==> src/rtl/h_sync_gen.sv <==
// Horizontal VGA timing generator: counts pixel slots per line, decodes the
// visible/front/sync/back regions and drives registered hsync, h_active and line_end.
module h_sync_gen #(
  parameter int unsigned H_VISIBLE = 1024,
  parameter int unsigned H_FRONT   = 24,
  parameter int unsigned H_SYNC    = 136,
  parameter int unsigned H_BACK    = 160,
  parameter logic        HSYNC_POL = 1'b0,
  parameter int unsigned CNT_W     = 11
) (
  input  logic             clk,
  input  logic             rst_n,
  input  logic             en,
  output logic             hsync,
  output logic             h_active,
  output logic [CNT_W-1:0] pixel_x,
  output logic             line_end
);

  localparam int unsigned H_TOTAL = H_VISIBLE + H_FRONT + H_SYNC + H_BACK;

  // Last slot of each region; the enabled edge leaving this slot changes state.
  localparam logic [CNT_W-1:0] ACTIVE_LAST = CNT_W'(H_VISIBLE - 1);
  localparam logic [CNT_W-1:0] FRONT_LAST  = CNT_W'(H_VISIBLE + H_FRONT - 1);
  localparam logic [CNT_W-1:0] SYNC_LAST   = CNT_W'(H_VISIBLE + H_FRONT + H_SYNC - 1);
  localparam logic [CNT_W-1:0] BACK_LAST   = CNT_W'(H_TOTAL - 1);

  if (H_VISIBLE == 0 || H_FRONT == 0 || H_SYNC == 0 || H_BACK == 0 ||
      longint'(H_TOTAL) > (longint'(1) << CNT_W)) begin : g_param_check
    $fatal(1, "h_sync_gen: invalid horizontal timing parameters");
  end

  typedef enum logic [1:0] {
    ACTIVE,
    FRONT,
    SYNC,
    BACK
  } state_t;

  state_t state;

  // Outputs are updated together with the state transition, so they always
  // match the registered state/pixel_x without a decode stage.
  always_ff @(posedge clk or negedge rst_n) begin
    if (!rst_n) begin
      state    <= ACTIVE;
      pixel_x  <= '0;
      h_active <= 1'b1;
      hsync    <= ~HSYNC_POL;
      line_end <= 1'b0;
    end else begin
      line_end <= 1'b0;
      if (en) begin
        pixel_x <= pixel_x + CNT_W'(1);
        case (state)
          ACTIVE: begin
            if (pixel_x == ACTIVE_LAST) begin
              state    <= FRONT;
              h_active <= 1'b0;
            end
          end
          FRONT: begin
            if (pixel_x == FRONT_LAST) begin
              state <= SYNC;
              hsync <= HSYNC_POL;
            end
          end
          SYNC: begin
            if (pixel_x == SYNC_LAST) begin
              state <= BACK;
              hsync <= ~HSYNC_POL;
            end
          end
          BACK: begin
            if (pixel_x == BACK_LAST) begin
              state    <= ACTIVE;
              pixel_x  <= '0;
              h_active <= 1'b1;
              line_end <= 1'b1;
            end
          end
          default: begin
            state    <= ACTIVE;
            pixel_x  <= '0;
            h_active <= 1'b1;
            hsync    <= ~HSYNC_POL;
          end
        endcase
      end
    end
  end

endmodule
==> config.mk <==
export PLATFORM = sky130hd
export DESIGN_NAME = h_sync_gen
export DESIGN_NICKNAME = d
export VERILOG_FILES = /design/src/rtl/h_sync_gen.sv
export SDC_FILE = /design/constraint.sdc
export NUM_CORES = 1
export LEC_CHECK = 0
export ABC_AREA = 1
export CAP_MARGIN = 10
export CORE_MARGIN = 10
export CORE_UTILIZATION = 55
export DETAILED_ROUTE_END_ITERATION = 8
export PLACE_DENSITY = 0.79
export SLEW_MARGIN = 25
export SYNTH_ARGS = -nofsm -noshare
export SYNTH_HDL_FRONTEND = slang
export SYNTH_SLANG_ARGS = --single-unit
export TNS_END_PERCENT = 50
==> constraint.sdc <==
create_clock -name clk -period 3.83 [get_ports clk]
set_input_delay 0.766 -clock clk [delete_from_list [all_inputs] [get_ports clk]]
set_output_delay 0.766 -clock clk [all_outputs]
set_load 0.01 [all_outputs]
==> impl_metrics.py, run 1 <==
metrics = {
    "outcome": {
        "outcome": "complete, no violations",
    },
    "sta": {
        "worst_pin_slew_ps": 695.2,
        "setup_tns_ps": 0,
        "max-slew-margin-rel_pct": 53.51,
        "final.setup.worst_slack_ps": 1649,
        "hold_viol_final": 0,
        "period_share_pct": 56.96,
        "fmaxAchievable_mhz": 458.4,
        "holdWs_ps": 464.9,
        "slew_viol_final": 0,
        "rsz0062_at_grt": "no",
        "period_minus_slack_ps": 2181,
        "finClkSkew_ps": 0.4081,
        "setup_violations": 0,
    },
    "pwr": {
        "max-vdd-ir-drop_mv": 0.4104,
        "leakage_nw": 0.5880,
        "powerDensity_nw_per_um2": 492.1,
        "p_total_mw": 0.5973,
    },
    "worst_setup_path": {
        "cp_data_arrival_time_ps": 1420,
        "critical_path_buf_inv_count": 1,
        "cp_max_fo": 8,
        "start_kind": "register",
        "cp-end-kind": "primary output",
        "crit_path_cell_trace": "clkdlybuf4s50_1",
        "required_ps": 3060,
        "slowest_stage": "clkdlybuf4s50_1",
        "reg2reg_slack_ps": 2280,
        "cpLargestDelayFamily": "buffers and inverters",
        "cpPeakStageDelay_ps": 600,
        "crit_type": "register to primary output",
    },
    "routing": {
        "drt-total-wl_um": 2003,
        "first_pass_iters": 4,
        "wl_per_cell_um": 11.58,
        "drc": 0,
        "drtAntennaViolNets": 0,
        "drt-vias-per-instance": 4.890,
        "drtIter0Drc": 35,
        "via_count": 846,
    },
    "clock_tree": {
        "numCtsBuffers": 3,
        "htreeDepth": 1,
        "insertion_delay_ps": 290,
        "clk_path_buf_depth": 2,
        "postCtsSetupBuffers": 0,
        "cts_tree": "yes",
        "ctsResizeCount": 0,
        "ctsRootBufferMaster": "clkbuf_4",
        "clk_pin_slew_ps": 90,
        "cts_hold_buf": 0,
        "cts_num_sinks": 16,
    },
    "worst_hold_path": {
        "hp-class": "register to register",
    },
    "die": {
        "fp.dieW_um": 62.61,
        "core_um2": 1727,
        "io_pins": 17,
        "die_h_um": 62.61,
        "dieArea_um2": 3919,
        "initial_core_util_pct": 57.83,
        "rows": 15,
    },
    "finish": {
        "nets": 157,
        "diodes": 0,
        "multiInputGateArea_um2": 515.5,
        "final_area_um2": 1214,
        "register_area_um2": 402.9,
        "drive_above_1_share_pct": 13.51,
        "fillers": 131,
        "syn_to_final_growth_pct": 21.55,
    },
    "yosys": {
        "yosysSeqAreaShare_pct": 40.35,
        "synth.distinct_cells": 23,
        "synth_warnings": 0,
        "synth_nets": 138,
        "synth_area_um2": 998.5,
        "synth-seq-cells": 16,
        "syn_avg_cell_area_um2": 7.680,
        "synth_cells": 130,
    },
    "grt": {
        "grt_pass1_wl_um": 3594,
        "grt_pass1_vias": 797,
        "grt_max_degree": 17,
        "grt_usage_pct": 11.22,
        "antenna_found_initial": 0,
        "grt_overflow_total": 0,
    },
    "place": {
        "gp_congestion": 0.8312,
        "io_buffers": 16,
        "placed_cell_area_um2": 1177,
        "pre_cts_slack_ps": 1624,
        "dpl.hpwl_um": 1539,
    },
    "job": {
        "maxCapViolations": 0,
    },
}
[logic make-up after synthesis]
family / Yosys count / synth area share (%)
AND/OR/NAND/NOR: 75 / 35.59
buffers and inverters: 20 / 8.019
flip-flops: 16 / 40.35
AO/OA/AOI/OAI: 8 / 4.511
XOR/XNOR: 6 / 5.263
adder cells (fa/ha/maj): 5 / 6.266
[power breakdown]
group / switching (mW) / internal (mW)
Sequential: 0.0605 / 0.206
Combinational: 0.111 / 0.107
Clock: 0.0540 / 0.0580
Total: 0.225 / 0.372
[Yosys cell counts (all sizes together)]
master,count,area [um^2]
a21oi,2,10.01
buf,2,12.51
dfrtp,14,350.3
dfstp,2,52.55
ha,5,62.56
inv,18,67.56
nand2,39,161.4
nand3,11,65.06
nand4,1,6.260
nor2,18,82.58
nor3,3,15.01
nor3b,1,12.51
o21ai,4,20.02
o21bai,2,15.01
or2,2,12.51
xor2,6,52.55
[final timing paths]
path,startpoint,cells after the start,to
min reg2reg,h_active,2,h_active
min in group asynchronous,rst_n,1,pixel_x[2]
max in group asynchronous,rst_n,1,pixel_x[1]
min,h_active,2,h_active
max,pixel_x[3],1,pixel_x[3]
max reg2reg,state[0],7,state[1]
[placed cells by master, fill, tap and decap left out]
master / n
nor3_1: 3
nor2_4: 1
inv_1: 17
nor3b_2: 1
o21ai_0: 4
xor2_1: 6
nor2_2: 3
inv_2: 1
nand3_2: 2
nand2_1: 35
o21bai_1: 2
nand3_1: 9
dfstp_2: 2
nand2_4: 1
clkbuf_8: 1
nor2_1: 14
nand2_2: 3
clkbuf_4: 3
or2_2: 2
ha_1: 5
nand4_1: 1
clkdlybuf4s50_1: 16
dfrtp_1: 14
a21oi_1: 2
[registers in the layout (all words and copies together) (netlist names)]
name	flops
hsync	1
state	2
h_active	1
pixel_x	11
line_end	1
[metal layers]
layer	vias to the layer above	GRT usage, %	wire length, um
met1	373	13.96	936
met4	0	5.866	40
met2	30	16.28	841
li1	438	-	-
met3	5	4.301	184
met5	-	0	0
[worst min-delay path: cells and delay by family, from the launching register on]
family	cells	cell delay [ps]
flops	1	380
simple gates	2	90
[layout make-up]
cell class	count	share of cell area [%]
flip-flops and latches	16	33.20
inverters	18	5.567
well taps	25	2.577
repair buffers	16	13.20
clock buffers	4	2.990
multi-input cells	94	42.47
[metrics by stage]
step / utilization [%] / instances
2_1_floorplan: - / 130
3_5_place_dp: 68.19 / 169
3_3_place_gp: 68.19 / 169
5_1_grt: 70.29 / 173
4_1_cts: 70.29 / 173
6_report: 70.29 / 173
No activity file was read; power rests on OpenSTA's default activity.
==> run 2: changes to the inputs <==
--- a/config.mk
+++ b/config.mk
@@ -8,9 +8,9 @@
 export ABC_AREA = 1
 export CAP_MARGIN = 10
 export CORE_MARGIN = 10
-export CORE_UTILIZATION = 55
+export CORE_UTILIZATION = 46
 export DETAILED_ROUTE_END_ITERATION = 8
-export PLACE_DENSITY = 0.79
+export PLACE_DENSITY = 0.71
 export SLEW_MARGIN = 25
 export SYNTH_ARGS = -nofsm -noshare
 export SYNTH_HDL_FRONTEND = slang
==> constraint.sdc (replaced) <==
create_clock -name clk -period 1.9 [get_ports clk]
set_input_delay 0.38 -clock clk [delete_from_list [all_inputs] [get_ports clk]]
set_output_delay 0.38 -clock clk [all_outputs]
set_load 0.01 [all_outputs]
==> run 2 against run 1 <==
Compared with the run above: worst hold slack got worse by 61 ps; wire length rose by 3.5%; via count rose by 3.0%; die area rose by 13%; global-route usage fell by 0.72 points; sequential share of layout area fell by 0.47 points; critical path depth did not move; clock power rose by 110%; first-iteration DRC count fell by 14%; non-clock buffer count rose by 2; setup slack got worse by 1500 ps; register-to-register slack got worse by 1900 ps; critical path type unchanged.
==> impl_metrics.py, run 2 (synthesis gave the netlist of run 1 again) <==
metrics = {
    "clock_tree": {
        "ctsRootBufferMaster": "clkbuf_4",
        "ctsResizeCount": 0,
        "htreeDepth": 1,
        "cts_hold_buf": 0,
        "postCtsSetupBuffers": 0,
        "insertion_delay_ps": 290,
        "cts_tree": "yes",
        "clk_pin_slew_ps": 100,
        "cts_num_sinks": 16,
        "clk_path_buf_depth": 2,
        "numCtsBuffers": 3,
    },
    "sta": {
        "fmaxAchievable_mhz": 561.5,
        "hold_viol_final": 0,
        "rsz0062_at_grt": "no",
        "max-slew-margin-rel_pct": 79.03,
        "setup_violations": 0,
        "slew_viol_final": 0,
        "worst_pin_slew_ps": 313.6,
        "period_minus_slack_ps": 1781,
        "finClkSkew_ps": 4.131,
        "period_share_pct": 93.74,
        "setup_tns_ps": 0,
    },
    "worst_setup_path": {
        "startpoint": "pixel_x[3]",
        "r2r_cells": 7,
        "cpLargestDelayFamily": "buffers and inverters",
        "start_kind": "register",
        "cp_max_fo": 8,
        "critical_path_buf_inv_count": 1,
        "crit_path_cell_trace": "clkdlybuf4s50_1",
        "cp_data_arrival_time_ps": 1400,
        "cpPeakStageDelay_ps": 600,
        "reg2reg_to": "hsync",
        "reg2reg_slack_ps": 350,
        "r2r_start": "state[0]",
        "slowest_stage": "clkdlybuf4s50_1",
        "required_ps": 1520,
        "cp-end-kind": "primary output",
        "crit_type": "register to primary output",
    },
    "finish": {
        "syn_to_final_growth_pct": 23.31,
        "regMostFlops": "pixel_x",
        "nets": 159,
        "final_area_um2": 1231,
        "multiInputGateArea_um2": 515.5,
        "largest_reg_flops": 11,
        "register_area_um2": 402.9,
        "drive_above_1_share_pct": 14.67,
        "largest_registers": "pixel_x: 11 flops, state: 2 flops",
        "layout_common_cells": "35 x nand2_1, 17 x inv_1, 16 x clkdlybuf4s50_1",
        "diodes": 0,
        "mostFrequentLayoutCell": "nand2_1",
        "fillers": 173,
    },
    "place": {
        "dpl.hpwl_um": 1603,
        "io_buffers": 16,
        "gp_congestion": 0.8135,
        "placed_cell_area_um2": 1195,
    },
    "die": {
        "die_h_um": 66.59,
        "rows": 16,
        "dieArea_um2": 4434,
        "core_um2": 2022,
        "initial_core_util_pct": 49.38,
        "fp.dieW_um": 66.59,
        "io_pins": 17,
    },
    "grt": {
        "grt_pass1_wl_um": 3746,
        "antenna_found_initial": 0,
        "grt_pass1_vias": 863,
        "grt_usage_pct": 10.51,
        "grt_max_degree": 17,
        "grt_overflow_total": 0,
    },
    "routing": {
        "via_count": 871,
        "drtAntennaViolNets": 0,
        "first_pass_iters": 4,
        "drc": 0,
        "drt-vias-per-instance": 4.921,
        "drt-total-wl_um": 2073,
        "drtIter0Drc": 30,
        "wl_per_cell_um": 11.71,
    },
    "outcome": {
        "outcome": "complete, no violations",
    },
    "worst_hold_path": {
        "hp-class": "primary input to asynchronous set/reset pin",
    },
    "pwr": {
        "powerDensity_nw_per_um2": 978.2,
        "leakage_nw": 0.5976,
        "max-vdd-ir-drop_mv": 0.8012,
    },
    "job": {
        "maxCapViolations": 0,
    },
}
## run 2: final cells by class
class	instances	area share (%)
Clock buffer	4	2.947
Inverter	18	5.488
Multi-Input combinational cell	94	41.87
Sequential cell	16	32.72
Tap cell	27	2.744
Timing Repair Buffer	18	14.23
## run 2: worst max path at each step
stage / to / slack (ps) / cells after the start
after CTS: pixel_x[3] / 100 / 1
after global routing: pixel_x[3] / 40 / 1
after detailed placement: state[1] / 170 / 6
after global placement: state[1] / 240 / 6
final: pixel_x[3] / 120 / 1
after floorplan: state[0] / 510 / 7
## run 2: power by group
group | leakage [nW] | switching, mW | internal [mW]
Clock | 0.0210 | 0.115 | 0.117
Sequential | 0.186 | 0.121 | 0.416
Combinational | 0.391 | 0.217 | 0.219
Total | 0.598 | 0.452 | 0.752
## run 2: layer usage
layer  global-route usage (%)  vias to the layer above  wire length, um  part of all wire, %
li1                         -                      441                -                    -
met1                    12.34                      398              923                   45
met2                    16.94                       28              942                   45
met3                    3.177                        4              171                  8.2
met4                    4.974                        0               35                  1.7
met5                        0                        -                0                    0
## run 2: per-stage QoR
stage / instances / power (mW) / hold slack (ps) / setup slack (ps) / utilization (%)
2_1_floorplan: 130 / 0.7722 / 84.41 / 509.2 / -
3_3_place_gp: 173 / 0.9791 / 448.3 / 240.1 / 59.10
3_5_place_dp: 173 / 0.9840 / 450.0 / 172.2 / 59.10
4_1_cts: 177 / 1.219 / 414.3 / 97.41 / 60.89
5_1_grt: 177 / 1.298 / 427.6 / 39.52 / 60.89
6_report: 177 / 1.204 / 404.1 / 119.0 / 60.89
==> run 3: changes to the inputs <==
--- a/config.mk
+++ b/config.mk
@@ -9,8 +9,10 @@
 export CAP_MARGIN = 10
 export CORE_MARGIN = 10
 export CORE_UTILIZATION = 46
+export CTS_CLUSTER_DIAMETER = 40
 export DETAILED_ROUTE_END_ITERATION = 8
 export PLACE_DENSITY = 0.71
+export SKIP_CTS_REPAIR_TIMING = 1
 export SLEW_MARGIN = 25
 export SYNTH_ARGS = -nofsm -noshare
 export SYNTH_HDL_FRONTEND = slang
==> results of run 3 <==
The final DEF is identical to that of run 2; final timing and power are the same.
